<file path="src/rtl/mem_pkg.sv">
// Shared encodings, defaults and small helpers for the SDRAM host port.
package mem_pkg;

    localparam int unsigned DEF_TIMEOUT_CYCLES = 1023;
    localparam int unsigned DEF_GAP_CYCLES     = 2;
    localparam int unsigned ADDR_W             = 32;
    localparam int unsigned DATA_W             = 32;
    localparam int unsigned HALF_W             = 16;

    typedef enum logic [1:0] {
        SZ_BYTE = 2'd0,
        SZ_HALF = 2'd1,
        SZ_WORD = 2'd2,
        SZ_RSVD = 2'd3
    } size_e;

    typedef enum logic [2:0] {
        ST_IDLE    = 3'd0,
        ST_REQ     = 3'd1,
        ST_WAIT    = 3'd2,
        ST_RELEASE = 3'd3,
        ST_GAP     = 3'd4,
        ST_DONE    = 3'd5
    } state_e;

    typedef struct packed {
        logic              we;
        logic [ADDR_W-1:0] addr;
        logic [DATA_W-1:0] wdata;
        size_e             size;
    } cpu_req_t;

    // Misaligned halves/words and the reserved size are rejected before touching the controller.
    function automatic logic is_bad_req(input size_e sz, input logic [1:0] a);
        case (sz)
            SZ_HALF: is_bad_req = a[0];
            SZ_WORD: is_bad_req = (a != 2'b00);
            SZ_RSVD: is_bad_req = 1'b1;
            default: is_bad_req = 1'b0;
        endcase
    endfunction

    function automatic logic [DATA_W-1:0] load_data(input size_e sz, input logic odd,
                                                    input logic [DATA_W-1:0] buf_w);
        case (sz)
            SZ_BYTE: load_data = {24'd0, (odd ? buf_w[15:8] : buf_w[7:0])};
            SZ_HALF: load_data = {16'd0, buf_w[15:0]};
            default: load_data = buf_w;
        endcase
    endfunction

endpackage

</file>
<file path="src/rtl/sdram_host_port_if.sv">
// Controller-side request/response bundle between the host port and the SDRAM controller.
interface sdram_host_port_if;
    import mem_pkg::*;

    logic [ADDR_W-1:0] address;
    logic              rw_req;
    logic              rw;
    logic [DATA_W-1:0] write_data;
    logic [1:0]        size;
    logic [HALF_W-1:0] read_data;
    logic              data_valid;

    modport master (
        output address, rw_req, rw, write_data, size,
        input  read_data, data_valid
    );

    modport slave (
        input  address, rw_req, rw, write_data, size,
        output read_data, data_valid
    );
endinterface

</file>
<file path="src/rtl/sdram_host_port.sv">
// Bridges single CPU loads/stores onto a 16-bit SDRAM controller, splitting words into two halves.
module sdram_host_port
    import mem_pkg::*;
#(
    parameter int unsigned TIMEOUT_CYCLES = DEF_TIMEOUT_CYCLES,
    parameter int unsigned GAP_CYCLES     = DEF_GAP_CYCLES
) (
    input  logic              clk,
    input  logic              reset,
    input  logic              cpu_req,
    input  logic              cpu_we,
    input  logic [ADDR_W-1:0] cpu_addr,
    input  logic [DATA_W-1:0] cpu_wdata,
    input  logic [1:0]        cpu_size,
    output logic [DATA_W-1:0] cpu_rdata,
    output logic              cpu_ready,
    output logic              cpu_err,
    output logic              cpu_busy,
    sdram_host_port_if.master mem
);

    localparam int unsigned CNT_MAX = (TIMEOUT_CYCLES > GAP_CYCLES) ? TIMEOUT_CYCLES : GAP_CYCLES;
    localparam int unsigned CNT_W   = $clog2(CNT_MAX + 2);

    state_e            state_q, state_d;
    cpu_req_t          req_q, req_d;
    logic              phase_q, phase_d;
    logic              abort_q, abort_d;
    logic [CNT_W-1:0]  cnt_q, cnt_d;
    logic [DATA_W-1:0] rd_buf_q, rd_buf_d;
    logic [ADDR_W-1:0] address_q, address_d;
    logic              rw_q, rw_d;
    logic [DATA_W-1:0] write_data_q, write_data_d;
    logic [1:0]        size_q, size_d;
    logic              rw_req_q, rw_req_d;
    logic [DATA_W-1:0] cpu_rdata_q, cpu_rdata_d;
    logic              cpu_ready_q, cpu_ready_d;
    logic              cpu_err_q, cpu_err_d;
    logic              cpu_busy_q, cpu_busy_d;

    logic bad_c, word_c, timeout_c, gap_done_c;

    assign bad_c      = is_bad_req(req_q.size, req_q.addr[1:0]);
    assign word_c     = (req_q.size == SZ_WORD);
    assign timeout_c  = (cnt_q == CNT_W'(TIMEOUT_CYCLES - 1));
    assign gap_done_c = (GAP_CYCLES <= 1) || (cnt_q == CNT_W'(GAP_CYCLES - 1));

    // State register
    always_ff @(posedge clk or negedge reset) begin
        if (!reset) state_q <= ST_IDLE;
        else        state_q <= state_d;
    end

    // Next-state logic
    always_comb begin
        state_d = state_q;
        unique case (state_q)
            ST_IDLE:    if (cpu_req) state_d = ST_REQ;
            ST_REQ:     state_d = bad_c ? ST_IDLE : ST_WAIT;
            ST_WAIT: begin
                if (mem.data_valid)  state_d = ST_RELEASE;
                else if (timeout_c)  state_d = ST_GAP;
            end
            ST_RELEASE: if (!mem.data_valid || timeout_c) state_d = ST_GAP;
            ST_GAP: begin
                if (gap_done_c) begin
                    if (abort_q)                  state_d = ST_IDLE;
                    else if (word_c && !phase_q)  state_d = ST_REQ;
                    else                          state_d = ST_DONE;
                end
            end
            ST_DONE:    state_d = ST_IDLE;
            default:    state_d = ST_IDLE;
        endcase
    end

    // Datapath and output logic
    always_comb begin
        req_d        = req_q;
        phase_d      = phase_q;
        abort_d      = abort_q;
        cnt_d        = cnt_q;
        rd_buf_d     = rd_buf_q;
        address_d    = address_q;
        rw_d         = rw_q;
        write_data_d = write_data_q;
        size_d       = size_q;
        rw_req_d     = rw_req_q;
        cpu_rdata_d  = cpu_rdata_q;
        cpu_ready_d  = 1'b0;
        cpu_err_d    = 1'b0;
        cpu_busy_d   = (state_d != ST_IDLE);

        unique case (state_q)
            ST_IDLE: begin
                if (cpu_req) begin
                    req_d   = '{we: cpu_we, addr: cpu_addr, wdata: cpu_wdata, size: size_e'(cpu_size)};
                    phase_d = 1'b0;
                    abort_d = 1'b0;
                end
            end
            ST_REQ: begin
                if (bad_c) begin
                    cpu_err_d = 1'b1;
                end else begin
                    address_d = req_q.addr + (phase_q ? ADDR_W'(2) : ADDR_W'(0));
                    rw_d      = req_q.we;
                    size_d    = word_c ? SZ_HALF : req_q.size;
                    // Bytes sit in [7:0]; the controller steers lanes itself.
                    if (req_q.size == SZ_BYTE)
                        write_data_d = {24'd0, req_q.wdata[7:0]};
                    else
                        write_data_d = {16'd0, (phase_q ? req_q.wdata[31:16] : req_q.wdata[15:0])};
                    rw_req_d  = 1'b1;
                    cnt_d     = '0;
                end
            end
            ST_WAIT: begin
                cnt_d = cnt_q + CNT_W'(1);
                if (mem.data_valid) begin
                    rw_req_d = 1'b0;
                    if (!req_q.we) begin
                        if (phase_q) rd_buf_d[31:16] = mem.read_data;
                        else         rd_buf_d[15:0]  = mem.read_data;
                    end
                end else if (timeout_c) begin
                    rw_req_d  = 1'b0;
                    cpu_err_d = 1'b1;
                    abort_d   = 1'b1;
                    cnt_d     = '0;
                end
            end
            ST_RELEASE: begin
                cnt_d = cnt_q + CNT_W'(1);
                if (!mem.data_valid) begin
                    cnt_d = '0;
                end else if (timeout_c) begin
                    cpu_err_d = 1'b1;
                    abort_d   = 1'b1;
                    cnt_d     = '0;
                end
            end
            ST_GAP: begin
                cnt_d = cnt_q + CNT_W'(1);
                if (gap_done_c) begin
                    cnt_d = '0;
                    if (!abort_q) begin
                        if (word_c && !phase_q) begin
                            phase_d = 1'b1;
                        end else begin
                            cpu_ready_d = 1'b1;
                            if (!req_q.we)
                                cpu_rdata_d = load_data(req_q.size, req_q.addr[0], rd_buf_q);
                        end
                    end
                end
            end
            ST_DONE: begin
            end
            default: begin
            end
        endcase
    end

    // Datapath registers; reset clears everything, dropping rw_req immediately.
    always_ff @(posedge clk or negedge reset) begin
        if (!reset) begin
            req_q        <= '0;
            phase_q      <= 1'b0;
            abort_q      <= 1'b0;
            cnt_q        <= '0;
            rd_buf_q     <= '0;
            address_q    <= '0;
            rw_q         <= 1'b0;
            write_data_q <= '0;
            size_q       <= '0;
            rw_req_q     <= 1'b0;
            cpu_rdata_q  <= '0;
            cpu_ready_q  <= 1'b0;
            cpu_err_q    <= 1'b0;
            cpu_busy_q   <= 1'b0;
        end else begin
            req_q        <= req_d;
            phase_q      <= phase_d;
            abort_q      <= abort_d;
            cnt_q        <= cnt_d;
            rd_buf_q     <= rd_buf_d;
            address_q    <= address_d;
            rw_q         <= rw_d;
            write_data_q <= write_data_d;
            size_q       <= size_d;
            rw_req_q     <= rw_req_d;
            cpu_rdata_q  <= cpu_rdata_d;
            cpu_ready_q  <= cpu_ready_d;
            cpu_err_q    <= cpu_err_d;
            cpu_busy_q   <= cpu_busy_d;
        end
    end

    assign cpu_rdata      = cpu_rdata_q;
    assign cpu_ready      = cpu_ready_q;
    assign cpu_err        = cpu_err_q;
    assign cpu_busy       = cpu_busy_q;
    assign mem.address    = address_q;
    assign mem.rw_req     = rw_req_q;
    assign mem.rw         = rw_q;
    assign mem.write_data = write_data_q;
    assign mem.size       = size_q;

endmodule

</file>
<file path="src/flat_wrapper.sv">
// flat-port wrapper written by rule: the top's interface ports become plain ports
module sdram_host_port_flat import mem_pkg::*;
#(
    parameter int unsigned TIMEOUT_CYCLES = DEF_TIMEOUT_CYCLES,
    parameter int unsigned GAP_CYCLES     = DEF_GAP_CYCLES
)
  (clk, reset, cpu_req, cpu_we, cpu_addr, cpu_wdata, cpu_size, cpu_rdata, cpu_ready, cpu_err, cpu_busy, mem_address, mem_rw_req, mem_rw, mem_write_data, mem_size, mem_read_data, mem_data_valid);
  sdram_host_port_if mem_i ();
  input  logic clk;
  input  logic reset;
  input  logic cpu_req;
  input  logic cpu_we;
  input  logic [ADDR_W-1:0] cpu_addr;
  input  logic [DATA_W-1:0] cpu_wdata;
  input  logic [1:0] cpu_size;
  output logic [DATA_W-1:0] cpu_rdata;
  output logic cpu_ready;
  output logic cpu_err;
  output logic cpu_busy;
  output wire logic [$bits(mem_i.address)-1:0] mem_address;
  output wire logic [$bits(mem_i.rw_req)-1:0] mem_rw_req;
  output wire logic [$bits(mem_i.rw)-1:0] mem_rw;
  output wire logic [$bits(mem_i.write_data)-1:0] mem_write_data;
  output wire logic [$bits(mem_i.size)-1:0] mem_size;
  input wire logic [$bits(mem_i.read_data)-1:0] mem_read_data;
  input wire logic [$bits(mem_i.data_valid)-1:0] mem_data_valid;
  assign mem_address = mem_i.address;
  assign mem_rw_req = mem_i.rw_req;
  assign mem_rw = mem_i.rw;
  assign mem_write_data = mem_i.write_data;
  assign mem_size = mem_i.size;
  assign mem_i.read_data = mem_read_data;
  assign mem_i.data_valid = mem_data_valid;
  sdram_host_port #(.TIMEOUT_CYCLES(TIMEOUT_CYCLES), .GAP_CYCLES(GAP_CYCLES)) u_core (.clk(clk), .reset(reset), .cpu_req(cpu_req), .cpu_we(cpu_we), .cpu_addr(cpu_addr), .cpu_wdata(cpu_wdata), .cpu_size(cpu_size), .cpu_rdata(cpu_rdata), .cpu_ready(cpu_ready), .cpu_err(cpu_err), .cpu_busy(cpu_busy), .mem(mem_i));
endmodule
</file>
<file path="config.mk">
export PLATFORM = sky130hd
export DESIGN_NAME = sdram_host_port_flat
export DESIGN_NICKNAME = d
export VERILOG_FILES = /design/src/rtl/mem_pkg.sv /design/src/rtl/sdram_host_port_if.sv /design/src/rtl/sdram_host_port.sv /design/src/flat_wrapper.sv
export SDC_FILE = /design/constraint.sdc
export NUM_CORES = 1
export LEC_CHECK = 0
export ABC_AREA = 1
export CAP_MARGIN = 20
export CORE_MARGIN = 2
export CORE_UTILIZATION = 45
export CTS_CLUSTER_SIZE = 10
export DETAILED_ROUTE_END_ITERATION = 8
export PLACE_DENSITY_LB_ADDON = 0.1
export SETUP_SLACK_MARGIN = 0.1
export SYNTH_ARGS = -nofsm -noshare
export SYNTH_HDL_FRONTEND = slang
export SYNTH_SLANG_ARGS = --single-unit
</file>
<file path="constraint.sdc">
create_clock -name clk -period 3.7 [get_ports clk]
set_input_delay 1.11 -clock clk [delete_from_list [all_inputs] [get_ports clk]]
set_output_delay 1.11 -clock clk [all_outputs]
set_load 0.01 [all_outputs]
</file>
==> results of run 1 <==
[per-stage QoR]
step / cells / power, W / hold slack [ps] / utilization (%)
5_1_grt: 1564 / 0.00969 / 481 / 58.6
4_1_cts: 1564 / 0.00910 / 471 / 58.6
3_3_place_gp: 1534 / 0.00694 / 455 / 55.4
6_report: 1564 / 0.00900 / 467 / 58.6
3_5_place_dp: 1534 / 0.00700 / 456 / 55.4
2_1_floorplan: 1137 / 0.00563 / 444 / -
[per-layer routing]
layer	track usage (%)	vias to the layer above	part of all wire (%)
met5	0	-	0
met4	4.48	0	1.5
met3	4.05	27	6.0
met2	33.2	191	46
met1	29.3	3453	47
li1	-	3805	-
[cell type report]
type                            instances  share of cell area, %
Clock inverter                          1                 0.0421
Sequential cell                       202                   42.5
Tap cell                              270                   2.84
Inverter                               67                   2.11
Clock buffer                           29                   5.47
Timing Repair Buffer                  183                   15.4
Multi-Input combinational cell        812                   31.6
[worst max path at each step]
stage | to | cells after the start
after floorplan | u_core.req_q[2] | 6
after CTS | mem_address[6] | 1
after global placement | u_core.rd_buf_q[27] | 5
after detailed placement | u_core.rd_buf_q[8] | 5
final | mem_address[6] | 1
after global routing | mem_address[6] | 1
[state kept, by name, indices dropped and copies added (netlist names)]
name and count:
u_core.mem.size 2, u_core.mem.rw_req 1, u_core.cpu_rdata 32, u_core.mem.address 32, u_core.abort_q 1, u_core.mem.write_data 16
u_core.rd_buf_q 32, u_core.state_q 3, u_core.cpu_busy 1, u_core.req_q 67, u_core.cpu_ready 1, u_core.phase_q 1
u_core.cnt_q 11, u_core.cpu_err 1, u_core.mem.rw 1
[cells by family after synthesis]
group	after synthesis	share of synthesized area (%)
AOI/OAI and AO/OA	134	8.55
xor gates and xnor gates	17	1.59
adders and majority gates	5	0.668
buffers and inverters	123	6.47
DFF	202	54.0
muxes	16	1.71
other	1	0.0401
and+or+nand+nor	624	27.0
[worst register-to-register path: stages, from the launching register on]
cell and delay (ps):
dfrtp_1 320, buf_4 250, ha_1 320, ha_1 330
inv_2 70, nor2_2 230, inv_2 90, nor2_2 200
nand2_1 90, nand2_1 60, nand2_1 60, nand2_1 60
nand2_1 50
[layout by cell type, fill, tap and decap left out, types with 2 or more instances in the layout]
cell type / synthesis / routed
inv_1: 59 / 58
nor2_1: 73 / 73
xor2_1: 2 / 2
conb_1: 1 / 16
clkbuf_16: 0 / 25
a21oi_1: 5 / 5
buf_12: 0 / 2
xnor2_1: 15 / 15
nand2_1: 496 / 496
o21ai_0: 82 / 82
inv_2: 8 / 9
nand3_2: 5 / 5
clkbuf_8: 0 / 2
clkdlybuf4s50_1: 0 / 172
o21ai_1: 11 / 11
o21ai_2: 32 / 32
mux2i_1: 16 / 16
nand4_1: 4 / 4
nor2_2: 6 / 6
nand2_2: 4 / 4
nand3b_1: 14 / 14
ha_1: 5 / 5
buf_4: 18 / 8
clkbuf_1: 12 / 3
nand3_1: 17 / 17
dfrtp_1: 202 / 202
o21bai_1: 4 / 4
[report_power, final]
| part | internal (W) | leakage, nW | switching, W |
|---|---|---|---|
| logic | 0.00142 | 2.72 | 0.00185 |
| registers | 0.00307 | 2.62 | 0.000626 |
| clock network | 0.00121 | 0.323 | 0.000832 |
| total | 0.00570 | 5.66 | 0.00330 |
==> results.toml, run 1 <==
[timing]
drv_slew = 0
worst_pin_slew_ps = 876
max_freq_mhz = 386
hold_viol_final = 0
fin_worst_skew_ps = 7.03
period_needed_ps = 2590
relSlewSlack_pct = 41.6
tns_ps = 0
rsz0062_at_grt = "false"
finalWorstSetupSlack_ps = 1110
setup_viol = 0
timing.final.crit_share_pct = 69.9

[worst_setup_path]
rr_endpoint = "u_core.mem.address[29]"
crit_family = "buffers and inverters"
r2r-start = "u_core.phase_q"
critPathMaxStageDelay_ps = 570
crit_required_ps = 2590
critPathLaunchType = "flip-flop"
cp-startpoint = "u_core.mem.address[6]"
reg2reg_setup_slack_ps = 1470
cp_slowest_cell = "clkdlybuf4s50_1"
critical_path_class = "flip-flop to output pin"
cp.arrival_ps = 1480
critPathBufInv = 1
ff2ff_path_depth = 12
path_max_fanout = 2
path_cells = "clkdlybuf4s50_1"
endpoint_kind = "output pin"

[global_route]
grt_pass1_vias = 7338
track_usage_pct = 20.6
antenna_found_initial = 0
grt_pass1_wl_mm = 37.1
grt_max_degree = 84
gr-total-overflow = 0

[routing]
drt-pass1-iter-count = 4
via_per_inst = 4.78
ant_nets = 0
dr.first_iter.drc_count = 353
num_vias = 7476
routed_wl_mm = 22.3
avgRoutedWirePerCell_um = 14.3
drc_errors = 0

[synthesis]
ys_seq_elements = 202
ys_seq_area_share_pct = 54.0
yosysMostFrequentCell = "nand2_1"
netlist_instances = 1122
syn_area_per_cell_um2 = 8.34
synthArstFlopShare_pct = 100
ys.warnings.count = 0
synth_cell_types = 30
synth_top_area_share_pct = 54.0
synthFlopType = "dfrtp_1"
synth_top_cells_by_area = "dfrtp_1 54%, nand2_1 20%, o21ai_0 4.4%"
synth_commonest_cells = "496 x nand2_1, 202 x dfrtp_1, 82 x o21ai_0"
yosysTopAreaCell = "dfrtp_1"
synth_edf_count = 0
synthesis.area_mm2 = 0.00936

[finish]
multi_input_area_mm2 = 0.00376
fillers = 1903
fin_area_mm2 = 0.0119
regArea_mm2 = 0.00505
layout-drive-gt1-share_pct = 7.57
nets = 1382
diodes = 0
area_growth_pct = 27.0

[clock_tree]
hold_buffers = 0
cts_resized = 0
cts_tree = "built"
cts_buffers = 24
clk_latency_ps = 500
cts_setup_buffers = 0
htree_num_levels = 1
cts.reportedPaths.clkPinSlew_ps = 60
cts.sinks = 202
cts_max_path_buffers = 3
cts_root_buffer = "clkbuf_16"

[power_and_ir_drop]
p_per_area_mw_per_mm2 = 757
p_leak_nw = 5.66
max-vdd-ir-drop_v = 0.000358

[floorplanning]
die_y_um = 148
die_x_um = 148
fp.dieArea_mm2 = 0.0220
rows = 52
ios = 190
core_mm2 = 0.0203
initial_core_util_pct = 46.1

[run]
maxCapViolCount = 0

[run_status]
status = "finished, final reports clean"

[place]
io_buffers = 173
placed_cell_area_mm2 = 0.0112
dpl.hpwl_mm = 16.1
pre_cts_ws_ps = 922
gp_congestion = 0.889

[worst_hold_path]
hp-class = "flip-flop to flip-flop"
min_path_cells = 2
hold_start = "u_core.mem.size[1]"
whs_endpoint = "u_core.mem.size[1]"
(Power assumes the default switching activity.)
==> inputs of run 2 (changes only) <==
==> constraint.sdc (replaced) <==
create_clock -name clk -period 2.4 [get_ports clk]
set_input_delay 0.72 -clock clk [delete_from_list [all_inputs] [get_ports clk]]
set_output_delay 0.72 -clock clk [all_outputs]
set_load 0.01 [all_outputs]
==> run 2 against run 1 <==
  * Core utilization increased by 0.65 points
  * Highest routed layer unchanged
  * Clock-buffer cell count unchanged
  * Final cell count increased by 0.38%
  * Clock skew increased by 6.1 ps
  * Global-route usage about the same
  * Non-clock buffer count increased by 6
  * First-iteration DRC count decreased by 2.8%
==> results.toml, run 2 (same netlist as run 1, synthesis figures left out) <==
[place]
io_buffers = 173
dpl.hpwl_mm = 16.1
gp_congestion = 0.863

[power_and_ir_drop]
max-vdd-ir-drop_v = 0.000658
p_per_area_mw_per_mm2 = 1160
p_leak_nw = 5.72

[finish]
diodes = 0
layout-drive-gt1-share_pct = 8.00
final_cell_mix = "496 x nand2_1, 202 x dfrtp_1, 172 x clkdlybuf4s50_1"
nets = 1388
largest_reg_flops = 67
layout_commonest_cell = "nand2_1"
final_util_pct = 59.2
regMostFlops = "u_core.req_q"
area_growth_pct = 28.5

[timing]
max_freq_mhz = 459
rsz0062_at_grt = "false"
hold_viol_final = 0
worst_pin_slew_ps = 600
fin_worst_skew_ps = 13.1
drv_slew = 0
hold-worst-slack_ps = 169
setup_viol = 0
timing.final.crit_share_pct = 90.8
tns_ps = 0
period_needed_ps = 2180
relSlewSlack_pct = 59.9

[run]
maxCapViolCount = 0

[global_route]
grt_pass1_wl_mm = 36.8
grt_pass1_vias = 7251
gr-total-overflow = 0
grt_max_degree = 75
track_usage_pct = 20.6
antenna_found_initial = 1

[worst_setup_path]
reg2reg_setup_slack_ps = 370
critPathLaunchType = "flip-flop"
cp_slowest_cell = "clkdlybuf4s50_1"
cp.arrival_ps = 1460
critPathBufInv = 1
crit_required_ps = 1680
path_max_fanout = 2
endpoint_kind = "output pin"
crit_family = "buffers and inverters"
critPathMaxStageDelay_ps = 560
critical_path_class = "flip-flop to output pin"
path_cells = "clkdlybuf4s50_1"

[clock_tree]
cts.reportedPaths.clkPinSlew_ps = 50
hold_buffers = 0
cts_resized = 0
cts_buffers = 24
cts_max_path_buffers = 3
cts_tree = "built"
cts_setup_buffers = 0
clk_latency_ps = 510
cts_root_buffer = "clkbuf_16"
cts.sinks = 202
htree_num_levels = 1

[routing]
drt-pass1-iter-count = 5
via_per_inst = 4.77
avgRoutedWirePerCell_um = 14.3
drc_errors = 0
dr.first_iter.drc_count = 343
num_vias = 7491
routed_wl_mm = 22.4
ant_nets = 0

[floorplanning]
die_x_um = 148
rows = 52
initial_core_util_pct = 46.1
core_mm2 = 0.0203
fp.dieArea_mm2 = 0.0220
ios = 190
die_y_um = 148

[worst_hold_path]
hp-class = "input port to asynchronous set/reset pin"

[run_status]
status = "finished, final reports clean"
[run 2: cell types whose count changed in the layout (fill, tap and decap cells not counted)]
cell | before | now
buf_12 | 2 | 9
buf_4 | 8 | 7
[run 2: final timing paths]
kind | start | to | cells after the start
max in group asynchronous | reset | u_core.rd_buf_q[0] | 2
min | reset | u_core.cnt_q[4] | 1
min reg2reg | u_core.req_q[23] | u_core.req_q[23] | 2
min in group clk | u_core.req_q[23] | u_core.req_q[23] | 2
max | u_core.mem.address[6] | mem_address[6] | 1
max reg2reg | u_core.req_q[35] | u_core.mem.address[9] | 8
[run 2: final cells by class]
type | count | area [µm²]
Clock buffer | 29 | 651
Clock inverter | 1 | 5.00
Fill cell | 1855 | 8280
Inverter | 67 | 251
Multi-Input combinational cell | 812 | 3760
Sequential cell | 202 | 5050
Tap cell | 270 | 338
Timing Repair Buffer | 189 | 1970
[run 2: where the power goes]
group | switching (W) | leakage [nW] | total [W] | internal, W
sequential | 0.000958 | 2.62 | 0.00569 | 0.00473
clock | 0.00127 | 0.323 | 0.00314 | 0.00187
combinational | 0.00285 | 2.78 | 0.00514 | 0.00228
total | 0.00508 | 5.72 | 0.0140 | 0.00888
[run 2: through the flow]
stage	setup slack (ps)	cell area (µm²)	cells	total power [W]
global route	169	12000	1570	0.0150
global placement	277	11400	1540	0.0108
floorplan	740	9420	1137	0.00868
detailed placement	273	11400	1540	0.0109
CTS	202	12000	1570	0.0141
finish	222	12000	1570	0.0140
[run 2: routing by layer]
metal	wire length (µm)	up-vias	GRT usage [%]
met5	0	-	0
met2	10500	169	34.1
met3	1160	25	3.74
met1	10400	3469	28.6
li1	-	3828	-
met4	334	0	4.38
==> inputs of run 3 (changes only) <==
--- a/config.mk
+++ b/config.mk
@@ -7,7 +7,7 @@
 export LEC_CHECK = 0
 export ABC_AREA = 1
 export CAP_MARGIN = 20
-export CORE_MARGIN = 2
+export CORE_MARGIN = 3
 export CORE_UTILIZATION = 45
 export CTS_CLUSTER_SIZE = 10
 export DETAILED_ROUTE_END_ITERATION = 8
==> run 3 against run 2 <==
  * Clock power up 2%
  * Combinational power about the same
  * Core utilization shrank 0.21 points
  * Hold slack better by 32 ps
  * Largest cell class unchanged
==> results.toml, run 3 (same netlist as run 1, synthesis figures left out) <==
[finish]
final_util_pct = 59.0
nets = 1390
fin_area_mm2 = 0.0120
multi_input_area_mm2 = 0.00376
regArea_mm2 = 0.00505
diodes = 0
fillers = 1879
final_cells = 1572
layout_commonest_cell = "nand2_1"
regMostFlops = "u_core.req_q"
area_growth_pct = 28.4
final_cell_mix = "496 x nand2_1, 202 x dfrtp_1, 172 x clkdlybuf4s50_1"
layout-drive-gt1-share_pct = 8.22
largest_reg_flops = 67

[clock_tree]
cts.sinks = 202
cts.reportedPaths.clkPinSlew_ps = 50
cts_setup_buffers = 0
cts_root_buffer = "clkbuf_16"
cts_buffers = 24
cts_max_path_buffers = 3
cts_resized = 0
clk_latency_ps = 500
cts_tree = "built"
hold_buffers = 0
htree_num_levels = 1

[routing]
ant_nets = 0
drt-pass1-iter-count = 4
drc_errors = 0
num_vias = 7477
routed_wl_mm = 22.3
dr.first_iter.drc_count = 396
avgRoutedWirePerCell_um = 14.2
via_per_inst = 4.76

[floorplanning]
core_mm2 = 0.0204
die_x_um = 150
initial_core_util_pct = 46.0
fp.dieArea_mm2 = 0.0226
rows = 52
die_y_um = 150
ios = 190

[power_and_ir_drop]
max-vdd-ir-drop_v = 0.000696
p_leak_nw = 5.72
p_per_area_mw_per_mm2 = 1160
p_total_w = 0.0140

[timing]
timing.final.crit_share_pct = 90.9
tns_ps = 0
rsz0062_at_grt = "false"
drv_slew = 0
period_needed_ps = 2180
max_freq_mhz = 458
fin_worst_skew_ps = 9.05
worst_pin_slew_ps = 577
hold_viol_final = 0
setup_viol = 0
relSlewSlack_pct = 61.4

[worst_setup_path]
endpoint_kind = "output pin"
critPathMaxStageDelay_ps = 610
cp-startpoint = "u_core.mem.address[2]"
path_cells = "clkdlybuf4s50_1"
critPathLaunchType = "flip-flop"
ff2ff_path_depth = 8
crit_required_ps = 1680
r2r-start = "u_core.req_q[35]"
critPathBufInv = 1
rr_endpoint = "u_core.mem.address[13]"
path_max_fanout = 2
cp.arrival_ps = 1460
reg2reg_setup_slack_ps = 390
critical_path_class = "flip-flop to output pin"
cp_slowest_cell = "clkdlybuf4s50_1"
crit_family = "buffers and inverters"

[global_route]
grt_pass1_wl_mm = 36.7
track_usage_pct = 20.0
grt_max_degree = 65
antenna_found_initial = 0
grt_pass1_vias = 7240
gr-total-overflow = 0

[run_status]
status = "finished, final reports clean"

[place]
placed_cell_area_mm2 = 0.0113
io_buffers = 173
gp_congestion = 0.865
dpl.hpwl_mm = 16.2
dpl.cell_count = 1542

[run]
maxCapViolCount = 0

[worst_hold_path]
hp-class = "input port to asynchronous set/reset pin"
run 3: cell types whose count changed in the layout (fill, tap and decap cells not counted):
cell,before,now
buf_4,7,12
buf_12,9,6
clkbuf_8,2,4
clkbuf_1,3,2
clkinv_2,1,0
run 3: final cells by class:
type / instances / area share, %
Timing Repair Buffer: 191 / 16.2
Tap cell: 270 / 2.81
Multi-Input combinational cell: 812 / 31.2
Inverter: 67 / 2.09
Clock buffer: 30 / 5.61
Sequential cell: 202 / 42.1
run 3: how the worst max path moves through the flow:
stage / end / slack [ps] / cells after the start
2_1_floorplan: u_core.mem.address[25] / 740 / 11
3_3_place_gp: u_core.cnt_q[5] / 260 / 7
3_5_place_dp: u_core.cnt_q[5] / 240 / 7
4_1_cts: mem_address[2] / 200 / 1
5_1_grt: mem_address[3] / 160 / 1
6_report: mem_address[2] / 220 / 1
run 3: metrics by stage:
step	hold WS, ps	setup WS, ps
global placement	452	257
floorplan	424	740
detailed placement	453	245
CTS	208	199
global route	235	156
finish	201	219
run 3: power breakdown:
part / internal, W / total [W] / switching (W)
Clock: 0.00193 / 0.00319 / 0.00126
Sequential: 0.00473 / 0.00568 / 0.000953
Combinational: 0.00227 / 0.00512 / 0.00285
Total: 0.00892 / 0.0140 / 0.00507
run 3: metal layers:
metal / part of all wire [%] / track usage (%) / vias up
met5: 0 / 0 / -
met4: 1.7 / 4.35 / 0
met3: 6.5 / 4.15 / 26
met2: 46 / 31.7 / 192
met1: 46 / 28.8 / 3425
li1: - / - / 3834
